### src/rtl/data_mem_p_if.sv
// Load/store bus between the execute stage and the data memory.
// The master issues write/read requests; the slave returns registered
// read data and the status flags.
interface data_mem_p_if #(
    parameter int DATA_W = 32,
    parameter int ADDR_W = 5
);
    localparam int NB = DATA_W / 8;

    logic              wr_en;
    logic [ADDR_W-1:0] wr_addr;
    logic [DATA_W-1:0] wr_data;
    logic [NB-1:0]     wr_be;
    logic              rd_en;
    logic [ADDR_W-1:0] rd_addr;
    logic [DATA_W-1:0] rd_data;
    logic              rd_valid;
    logic              busy;
    logic              acc_drop;

    modport master (
        output wr_en, wr_addr, wr_data, wr_be, rd_en, rd_addr,
        input  rd_data, rd_valid, busy, acc_drop
    );

    modport slave (
        input  wr_en, wr_addr, wr_data, wr_be, rd_en, rd_addr,
        output rd_data, rd_valid, busy, acc_drop
    );
endinterface

### src/rtl/data_mem_p.sv
// Parametrised data memory: DEPTH x DATA_W array with one byte-enabled
// write port and one registered read port. After reset the array is
// swept with a fill pattern; requests arriving during the sweep are
// dropped and flagged.
//
//  state    | meaning
//  ---------+------------------------------------------------------------
//  ST_INIT  | fill sweep running, busy=1, requests dropped (acc_drop set)
//  ST_READY | normal operation, writes and reads accepted
module data_mem_p #(
    parameter int DATA_W    = 32,
    parameter int ADDR_W    = 5,
    parameter int INIT_MODE = 1
) (
    input  logic         clk,
    input  logic         rst_n,
    data_mem_p_if.slave  bus
);
    localparam int DEPTH = 2 ** ADDR_W;
    localparam int NB    = DATA_W / 8;
    localparam logic [ADDR_W-1:0] CNT_LAST = '1;

    typedef enum logic {ST_INIT, ST_READY} state_t;

    state_t            state;
    logic [ADDR_W-1:0] cnt;
    logic [DATA_W-1:0] mem [DEPTH];

    logic              mem_we;
    logic [ADDR_W-1:0] mem_waddr;
    logic [DATA_W-1:0] mem_wdata;
    logic [DATA_W-1:0] rd_word;

    // Replace the bytes selected by be with the new word, keep the rest.
    function automatic logic [DATA_W-1:0] merge_bytes(
        input logic [DATA_W-1:0] old_w,
        input logic [DATA_W-1:0] new_w,
        input logic [NB-1:0]     be
    );
        logic [DATA_W-1:0] r;
        r = old_w;
        for (int k = 0; k < NB; k++) begin
            if (be[k]) r[8*k +: 8] = new_w[8*k +: 8];
        end
        return r;
    endfunction

    // Fill value for location a; the cast zero-extends or truncates.
    function automatic logic [DATA_W-1:0] pattern(input logic [ADDR_W-1:0] a);
        if (INIT_MODE == 1) return DATA_W'(a);
        return '0;
    endfunction

    // Select the array write source: sweep pattern in INIT, merged user write in READY.
    always_comb begin
        mem_we    = 1'b0;
        mem_waddr = cnt;
        mem_wdata = pattern(cnt);
        if (rst_n) begin
            if (state == ST_INIT) begin
                mem_we = 1'b1;
            end else if (bus.wr_en) begin
                mem_we    = 1'b1;
                mem_waddr = bus.wr_addr;
                mem_wdata = merge_bytes(mem[bus.wr_addr], bus.wr_data, bus.wr_be);
            end
        end
    end

    // Read word with write-first forwarding when both ports hit one address.
    always_comb begin
        rd_word = mem[bus.rd_addr];
        if (bus.wr_en && (bus.wr_addr == bus.rd_addr)) begin
            rd_word = merge_bytes(mem[bus.rd_addr], bus.wr_data, bus.wr_be);
        end
    end

    // Array storage; contents are never touched by reset itself.
    always_ff @(posedge clk) begin
        if (mem_we) mem[mem_waddr] <= mem_wdata;
    end

    // Control FSM with registered read port and status outputs.
    always_ff @(posedge clk) begin
        if (!rst_n) begin
            state        <= ST_INIT;
            cnt          <= '0;
            bus.busy     <= 1'b1;
            bus.rd_valid <= 1'b0;
            bus.rd_data  <= '0;
            bus.acc_drop <= 1'b0;
        end else begin
            case (state)
                ST_INIT: begin
                    cnt          <= cnt + 1'b1;
                    bus.rd_valid <= 1'b0;
                    if (bus.wr_en || bus.rd_en) bus.acc_drop <= 1'b1;
                    if (cnt == CNT_LAST) begin
                        state    <= ST_READY;
                        bus.busy <= 1'b0;
                    end
                end
                ST_READY: begin
                    bus.rd_valid <= bus.rd_en;
                    if (bus.rd_en) bus.rd_data <= rd_word;
                end
                default: begin
                    state    <= ST_INIT;
                    cnt      <= '0;
                    bus.busy <= 1'b1;
                end
            endcase
        end
    end
endmodule

### src/flat_wrapper.sv
// flat-port wrapper written by rule: the top's interface ports become plain ports
module data_mem_p_flat 
#(
    parameter int DATA_W    = 32,
    parameter int ADDR_W    = 5,
    parameter int INIT_MODE = 1
)
  (clk, rst_n, bus_wr_en, bus_wr_addr, bus_wr_data, bus_wr_be, bus_rd_en, bus_rd_addr, bus_rd_data, bus_rd_valid, bus_busy, bus_acc_drop);
  data_mem_p_if #(.DATA_W(DATA_W), .ADDR_W(ADDR_W)) bus_i ();
  input  logic clk;
  input  logic rst_n;
  input wire logic [$bits(bus_i.wr_en)-1:0] bus_wr_en;
  input wire logic [$bits(bus_i.wr_addr)-1:0] bus_wr_addr;
  input wire logic [$bits(bus_i.wr_data)-1:0] bus_wr_data;
  input wire logic [$bits(bus_i.wr_be)-1:0] bus_wr_be;
  input wire logic [$bits(bus_i.rd_en)-1:0] bus_rd_en;
  input wire logic [$bits(bus_i.rd_addr)-1:0] bus_rd_addr;
  output wire logic [$bits(bus_i.rd_data)-1:0] bus_rd_data;
  output wire logic [$bits(bus_i.rd_valid)-1:0] bus_rd_valid;
  output wire logic [$bits(bus_i.busy)-1:0] bus_busy;
  output wire logic [$bits(bus_i.acc_drop)-1:0] bus_acc_drop;
  assign bus_i.wr_en = bus_wr_en;
  assign bus_i.wr_addr = bus_wr_addr;
  assign bus_i.wr_data = bus_wr_data;
  assign bus_i.wr_be = bus_wr_be;
  assign bus_i.rd_en = bus_rd_en;
  assign bus_i.rd_addr = bus_rd_addr;
  assign bus_rd_data = bus_i.rd_data;
  assign bus_rd_valid = bus_i.rd_valid;
  assign bus_busy = bus_i.busy;
  assign bus_acc_drop = bus_i.acc_drop;
  data_mem_p #(.DATA_W(DATA_W), .ADDR_W(ADDR_W), .INIT_MODE(INIT_MODE)) u_core (.clk(clk), .rst_n(rst_n), .bus(bus_i));
endmodule
### config.mk
export PLATFORM = sky130hd
export DESIGN_NAME = data_mem_p_flat
export DESIGN_NICKNAME = d
export VERILOG_FILES = /design/src/rtl/data_mem_p_if.sv /design/src/rtl/data_mem_p.sv /design/src/flat_wrapper.sv
export SDC_FILE = /design/constraint.sdc
export NUM_CORES = 1
export LEC_CHECK = 0
export CORE_ASPECT_RATIO = 0.9
export CORE_MARGIN = 5
export CORE_UTILIZATION = 60
export DETAILED_ROUTE_END_ITERATION = 6
export PLACE_DENSITY = 0.77
export SYNTH_ARGS = -nofsm -noshare
export SYNTH_HDL_FRONTEND = slang
export SYNTH_SLANG_ARGS = --single-unit
### constraint.sdc
create_clock -name clk -period 5.46 [get_ports clk]
set_input_delay 1.092 -clock clk [delete_from_list [all_inputs] [get_ports clk]]
set_output_delay 1.092 -clock clk [all_outputs]
set_load 0.1 [all_outputs]
After elaboration in Yosys (flattened, before gate mapping). Memories as Yosys holds them, arrays and structs flattened. Cells that the tools add are included.

Register bits after elaboration: 41. RAM bits: 1024. Input bits: 50. Output and inout port bits: 35. Logic and storage cells: 39. Memories kept: 1.

Memory list: u_core.mem (depth 32, width 32, rd ports 2, clocked after memory_dff 0, wr ports 1, line data_mem_p.sv:27) `logic [DATA_W-1:0] mem [DEPTH];`.

Add/sub/neg operators: 1. Equal/unequal tests: 2. Mux-type cells: 23. Bitwise logic cells: 1. Reductions and logical operators: 5.

Operator list (count): 2-to-1 mux 32 bit (4); 2-to-1 mux 8 bit (8); 2-to-1 mux 5 bit (3); 2-to-1 mux 1 bit (7); AND reduction 2 bit (3); adder 5 x 1 -> 5 bit, second input constant (1); == test 5 bit (1); == test 5 bit, second input constant (1); one-hot mux 1 bit (2 select lines) (1); logical AND 1 bit (1); logical OR 1 bit (1); inverter 1 bit (1).

Depth between registers and ports, before layout. Gate-level depths: netlist (run 1).

Word-level depth: 5. Mapped depth: 9.

Worst setup path after synthesis (run 1). OpenSTA, ideal clock, no wires.

Path type: input-to-reg. Start point: input port rst_n. End point: memory u_core.mem[12][0], enable pin. Arrival: 3867 ps. Data required time: 5039 ps. Setup slack: 1172 ps. Stages: 6. Path buffers: 2. Cells stage by stage: buf_2 -> nand3_1 -> buf_1 -> mux2_2 -> or3_1 -> nor2_1.

Cells in the longest elaborated chain, start to end: 3. Elaborated cells on any way between the ends: 4. Those cells by class: 4 x mux.

RTL lines: start, declared (line flat_wrapper.sv:11) `input logic rst_n;`; 2-to-1 mux 1 bit (line data_mem_p.sv:59) `if (rst_n) begin`; 2-to-1 mux 1 bit (line data_mem_p.sv:80) `if (mem_we) mem[mem_waddr] <= mem_wdata;`; 2-to-1 mux 1 bit (implied by the code) (line data_mem_p.sv:80); end, declared (line data_mem_p.sv:27).

Parallel ways exist; a longest one is shown, timed or not.

Worst setup path in the final report (run 1).
Start point: input port rst_n. End point: memory u_core.mem[27][14], enable pin.

The elaborated chain is that of the path after synthesis.

==> flow_metrics.env, run 1 <==
export IMPL_p_int_w=0.0138
export IMPL_outcome="finished, final reports clean"
export IMPL_vias=29700
export IMPL_p_switching_w=0.00377
export IMPL_grt_pass1_vias=29600
export IMPL_grt_pass1_wl_um=209000
export IMPL_dp_final_hpwl_um=90300
export IMPL_maxCapViolations=0
export IMPL_synth_mux_area_share_pct=26.2
export IMPL_drt_iter0_drc=4570
export IMPL_synth_main_ff_cell="edfxtp_1"
export IMPL_worst_pin_slew_ns=1.13
export IMPL_synth_compound_area_share_pct=4.73
export IMPL_cts_hold_buf=0
export IMPL_die_h_um=282
export IMPL_hold_viol=0
export IMPL_dieArea_um2=88000
export IMPL_cts_root_buf="clkbuf_16"
export IMPL_overflow=0
export IMPL_clk_latency_ns=0.68
export IMPL_yosysSeqAreaShare_pct=64.1
export IMPL_setup_tns_ns=0
export IMPL_cts_resized_gates=0
export IMPL_ant_nets=0
export IMPL_slew_violations=0
export IMPL_finalSetupViolCount=0
export IMPL_worst_ep_required_time_ns=5.80
export IMPL_clockBufferDepth=3
export IMPL_dp_slack_ns=0.979
export IMPL_nets=2736
export IMPL_final_cells=3836
export IMPL_yosys_area_top_type_share_pct=62.4
export IMPL_pin_count=85
export IMPL_numPortBuffers=84
export IMPL_skew_ns=0.0331
export IMPL_p_sw_share_pct=21.4
export IMPL_avgViaCountPerCell=7.75
export IMPL_core_area_um2=81300
export IMPL_syn_to_final_growth_pct=13.3
export IMPL_fin_crit_sh_pct=71.4
export IMPL_fp_row_count=99
export IMPL_ys_top_cells_by_area="edfxtp_1 (62%), mux4_2 (23%), mux2i_1 (2.4%)"
export IMPL_yosys_warnings=0
export IMPL_cp_end_kind="flip-flop"
export IMPL_arrival_ns=4.24
export IMPL_cts_buffers=103
export IMPL_h_tree_depth=3
export IMPL_die_w_um=312
export IMPL_placedCellCount=3639
export IMPL_synth_area_per_cell_um2=19.5
export IMPL_hold_class="flip-flop to flip-flop"
export IMPL_crit_type="input pin to flip-flop"
export IMPL_yosys_area_share_xor_xnor_pct=0.163
export IMPL_leakage_nw=17.1
export IMPL_synth_top_family_by_area="multiplexers"
export IMPL_syn_inst=2533
export IMPL_antenna_found_initial=8
export IMPL_max_freq_mhz=257
export IMPL_ir_drop_mv=0.293
export IMPL_placed_area_um2=52200
export IMPL_syn_nets=2585
export IMPL_final_area_um2=55800
export IMPL_min_period_ns=3.90
export IMPL_relSlewSlack_pct=25.0
export IMPL_synth_simple_gate_area_share_pct=2.65
export IMPL_rsz0062_at_grt="no"
export IMPL_path_max_fanout=23
export IMPL_clock_sinks=1065
export IMPL_worst_slack_ns=1.56
export IMPL_drt_wirelength_per_cell_um=38.3
export IMPL_drt_wl_total_um=147000
export IMPL_start_util_pct=60.6
export IMPL_grt_max_degree=107
export IMPL_drc=0
export IMPL_cts_tree="yes"
export IMPL_p_clk_share_pct=42.8
export IMPL_powerDensity_nw_per_um2=315
export IMPL_yosys_area_top_type="edfxtp_1"
export IMPL_synthAdderAreaFrac_pct=0.0508
export IMPL_drt_pass1_iter_count=6
export IMPL_grtUsageTotal_pct=33.4
export IMPL_post_cts_buffers=0
export IMPL_gp_congestion=0.905
export IMPL_clkSlewWorstSetupHoldPaths_ns=0.06
export IMPL_yosys_register_bits=1065
export IMPL_comb_power_share_pct=6.5
export IMPL_async_flop_share_pct=0
export IMPL_ys_types=63
export IMPL_syn_area_um2=49300
export IMPL_drive_above_1_share_pct=32.6
export IMPL_synth_edf_count=1024
export IMPL_start_kind="input pin"
export IMPL_p_seq_share_pct=50.8
## critical path, stage by stage
cell and delay (ns):
clkdlybuf4s50_1 0.40, buf_4 0.20, nand3_2 0.16, buf_4 0.44, mux2i_1 0.52, nand2_1 0.36
nor2_4 0.70, buf_12 0.32
## power by group through the flow
stage          Sequential, W  Combinational [W]  Clock [W]
4_1_cts              0.00892            0.00112    0.00756
6_report             0.00893            0.00113    0.00752
3_5_place_dp         0.00910            0.00111          0
2_1_floorplan        0.00909           0.000747          0
5_1_grt              0.00892            0.00117    0.00792
3_3_place_gp         0.00909            0.00110          0
## cell usage after synthesis, types with 2 or more instances
library cell / n
edfxtp_1: 1024
mux4_2: 499
nand2_1: 129
mux2i_1: 118
clkbuf_1: 76
o22ai_1: 76
buf_2: 63
nor2_1: 60
dfxtp_1: 41
o221ai_1: 41
a211oi_1: 37
a21oi_1: 29
mux2_2: 29
a211o_1: 26
o21ai_0: 26
buf_1: 24
buf_4: 24
nand2b_1: 19
a32oi_1: 17
nor2b_1: 17
nand3_1: 16
o211ai_1: 16
a22oi_1: 13
nand3b_1: 9
buf_6: 8
inv_1: 8
o2111ai_1: 8
a22o_1: 7
mux4_1: 7
or3_1: 6
a221o_1: 5
xnor2_1: 5
a31oi_1: 4
nor3_1: 4
nor4_1: 4
and2_1: 3
nand4_1: 3
or3b_2: 3
a2bb2oi_1: 2
ha_1: 2
o311a_1: 2
o31ai_1: 2
## worst paths after layout
kind	from	to	slack, ns	cells past startpoint
worst max register to register	u_core.state	u_core.mem[27][14]	2.00	6
worst min-delay path	u_core.bus.acc_drop	u_core.bus.acc_drop	0.47	2
worst max-delay path	rst_n	u_core.mem[27][14]	1.56	8
worst min register to register	u_core.bus.acc_drop	u_core.bus.acc_drop	0.47	2
## layout make-up
| cell class | count | area, um^2 |
|---|---|---|
| timing repair buffer | 243 | 2350 |
| antenna | 4 | 10.0 |
| fill | 4977 | 25500 |
| tap | 1060 | 1330 |
| clock buffer | 130 | 2770 |
| inverter | 8 | 30.0 |
| multi-input combinational | 1263 | 16900 |
| sequential | 1065 | 31600 |
| clock inverter | 63 | 795 |
## cell families after synthesis
kind of cell	after synthesis
flops	1065
mux	653
compound gates	320
fa+ha+maj	2
xor+xnor	7
buf+inv	205
simple gates	281
## layer usage
metal	share of wire (%)	global-route usage, %	up-vias	routed length [um]
li1	-	-	11300	-
met1	35	45.8	15300	50800
met2	45	49.7	2704	65700
met3	15	11.1	442	22400
met4	5.5	15.3	10	8040
met5	0.039	0	-	57
## registers in the layout, summed over array words and instances, names as in the netlist
| name | flops |
|---|---|
| u_core.bus.rd_data | 32 |
| u_core.mem | 1024 |
| u_core.bus.acc_drop | 1 |
| u_core.bus.busy | 1 |
| u_core.bus.rd_valid | 1 |
| u_core.state | 1 |
| u_core.cnt | 5 |
## per-stage QoR
stage	utilization [%]	hold slack, ns	power [W]
2_1_floorplan	-	0.513	0.00984
3_3_place_gp	64.3	0.451	0.0102
3_5_place_dp	64.3	0.457	0.0102
4_1_cts	68.7	0.471	0.0176
5_1_grt	68.7	0.482	0.0180
6_report	68.7	0.469	0.0176
## layout by cell type (no fill, tap or decap), types with 29 or more instances in the layout
| cell type | instances |
|---|---|
| o221ai_1 | 41 |
| a21oi_1 | 29 |
| mux2i_1 | 118 |
| a211oi_1 | 37 |
| o22ai_1 | 74 |
| dfxtp_1 | 41 |
| nand2_1 | 129 |
| clkdlybuf4s50_1 | 75 |
| buf_4 | 135 |
| mux2_2 | 29 |
| mux4_2 | 499 |
| edfxtp_1 | 1024 |
| nor2_4 | 32 |
| clkbuf_16 | 104 |
Power figures use the tool's default switching activity.
==> inputs of run 2 (changes only) <==
- CORE_UTILIZATION: 60 -> 57
- clock period: 5.46 -> 3.3 ns (I/O delays scaled with it)
==> flow_metrics.env, run 2 (synthesis gave the netlist of run 1 again) <==
export IMPL_outcome="finished, final reports clean"
export IMPL_fin_crit_sh_pct=79.4
export IMPL_drt_wirelength_per_cell_um=37.2
export IMPL_clkSlewWorstSetupHoldPaths_ns=0.06
export IMPL_cts_tree="yes"
export IMPL_path_delay_family="buffers and inverters"
export IMPL_clk_latency_ns=0.70
export IMPL_placedCellCount=3831
export IMPL_maxCapViolations=0
export IMPL_layout_common_cells="edfxtp_1 (1,024), mux4_2 (499), buf_4 (218), nand2_1 (128), mux2i_1 (118)"
export IMPL_hold_class="flip-flop to flip-flop"
export IMPL_dp_final_hpwl_um=93800
export IMPL_die_w_um=320
export IMPL_hold_viol=0
export IMPL_overflow=0
export IMPL_p_switching_w=0.00639
export IMPL_worst_path_max_delay_cell="buf_4"
export IMPL_vias=30600
export IMPL_arrival_ns=3.15
export IMPL_start_util_pct=57.4
export IMPL_crit_top_cell="buf_4"
export IMPL_cts_resized_gates=0
export IMPL_p_clk_share_pct=41.7
export IMPL_post_cts_buffers=0
export IMPL_path_buf_inv=5
export IMPL_start_kind="input pin"
export IMPL_relSlewSlack_pct=55.9
export IMPL_path_max_fanout=27
export IMPL_leakage_nw=17.9
export IMPL_grt_use_met3_pct=10.3
export IMPL_drc=0
export IMPL_busiest_layer="met2"
export IMPL_h_tree_depth=3
export IMPL_p_seq_share_pct=51.3
export IMPL_reg_top3="u_core.mem: 1024 flops, u_core.bus.rd_data: 32 flops, u_core.cnt: 5 flops"
export IMPL_drt_wl_total_um=150000
export IMPL_nets=2846
export IMPL_fill_cells=5329
export IMPL_avgViaCountPerCell=7.61
export IMPL_grt_util_met2_pct=50.1
export IMPL_clockBufferDepth=3
export IMPL_drt_pass1_iter_count=6
export IMPL_p_int_w=0.0224
export IMPL_syn_to_final_growth_pct=16.2
export IMPL_path_cells="buf_8, buf_12, nand3_1, buf_4, o221ai_1, a211oi_1, buf_4, o22ai_1, buf_4"
export IMPL_rrSetupSlack_ns=0.72
export IMPL_largest_reg_flops=1024
export IMPL_pin_count=85
export IMPL_core_area_um2=85900
export IMPL_top_register="u_core.mem"
export IMPL_ant_nets=0
export IMPL_crit_type="input pin to flip-flop"
export IMPL_whs_ns=0.475
export IMPL_drt_iter0_drc=4985
export IMPL_dieArea_um2=92400
export IMPL_finalSetupViolCount=0
export IMPL_antenna_found_initial=2
export IMPL_slowest_delay_ns=0.37
export IMPL_drive_above_1_share_pct=36.3
export IMPL_grt_pass1_wl_um=215000
export IMPL_worst_ep_required_time_ns=3.83
export IMPL_p_sw_share_pct=22.2
export IMPL_cp_end_kind="flip-flop"
export IMPL_grt_max_degree=49
export IMPL_cts_root_buf="clkbuf_16"
export IMPL_worst_pin_slew_ns=0.660
export IMPL_final_common_cell="edfxtp_1"
export IMPL_final_cells=4030
export IMPL_fp_row_count=102
export IMPL_numPortBuffers=84
export IMPL_rsz0062_at_grt="no"
export IMPL_max_freq_mhz=382
export IMPL_grt_pass1_vias=30800
export IMPL_cts_buffers=105
export IMPL_grtUsageMet1_pct=43.5
export IMPL_slew_violations=0
export IMPL_clock_sinks=1065
export IMPL_comb_power_share_pct=7.0
export IMPL_grtUsageTotal_pct=32.3
export IMPL_min_period_ns=2.62
export IMPL_skew_ns=0.0360
export IMPL_powerDensity_nw_per_um2=503
export IMPL_ir_drop_mv=0.467
export IMPL_gp_congestion=0.918
export IMPL_cts_hold_buf=0
export IMPL_die_h_um=289
run 2: cell types whose count changed in the layout (fill, tap and decap cells not counted), moves of 3 or more:
cell,before,now
buf_4,135,218
buf_12,25,85
clkdlybuf4s50_1,75,40
clkinv_1,12,21
bufinv_16,18,11
clkbuf_8,7,0
clkbuf_1,19,15
clkinv_2,21,25
inv_6,4,1
run 2: worst min-delay path: cells and delay by family, from the launching register on:
family           cells  cell delay [ns]
flip-flops           1             0.33
AND/OR/NAND/NOR      2             0.11
run 2: final timing paths:
kind | startpoint | to | depth (start not counted)
worst min register to register | u_core.bus.acc_drop | u_core.bus.acc_drop | 2
worst max-delay path | bus_wr_addr[0] | u_core.mem[24][16] | 9
worst max register to register | u_core.state | u_core.mem[3][26] | 7
worst min-delay path | u_core.bus.acc_drop | u_core.bus.acc_drop | 2
run 2: cell type report:
cell class	instances	area (um^2)	area share (%)
timing repair buffer	351	3820	6.68
inverter	8	30.0	0.0524
multi-input combinational	1263	16900	29.6
clock buffer	121	2710	4.73
antenna	4	10.0	0.0175
sequential	1065	31600	55.1
clock inverter	74	741	1.29
tap	1144	1430	2.50
run 2: per-layer routing:
| layer | vias to the layer above | routed length, um |
|---|---|---|
| met2 | 2880 | 69100 |
| met3 | 501 | 22800 |
| met4 | 2 | 7260 |
| met1 | 15700 | 50800 |
| met5 | - | 13 |
| li1 | 11500 | - |
run 2: metrics by stage:
step | util [%] | total power [W] | setup TNS, ns | cell area (um^2) | setup slack (ns)
after floorplan | - | 0.0163 | -251.91 | 49300 | -0.467
after global placement | 62.6 | 0.0170 | 0 | 53800 | 0.0764
after detailed placement | 62.6 | 0.0170 | 0 | 53800 | 0.0187
final | 66.7 | 0.0288 | 0 | 57300 | 0.681
after global routing | 66.7 | 0.0295 | 0 | 57300 | 0.641
after CTS | 66.7 | 0.0288 | 0 | 57300 | 0.727
run 2: power by group through the flow:
stage / Clock, W / Combinational, W / Sequential, W
6_report: 0.0120 / 0.00201 / 0.0148
2_1_floorplan: 0 / 0.00124 / 0.0150
4_1_cts: 0.0120 / 0.00198 / 0.0148
5_1_grt: 0.0126 / 0.00208 / 0.0148
3_3_place_gp: 0 / 0.00194 / 0.0150
3_5_place_dp: 0 / 0.00197 / 0.0151
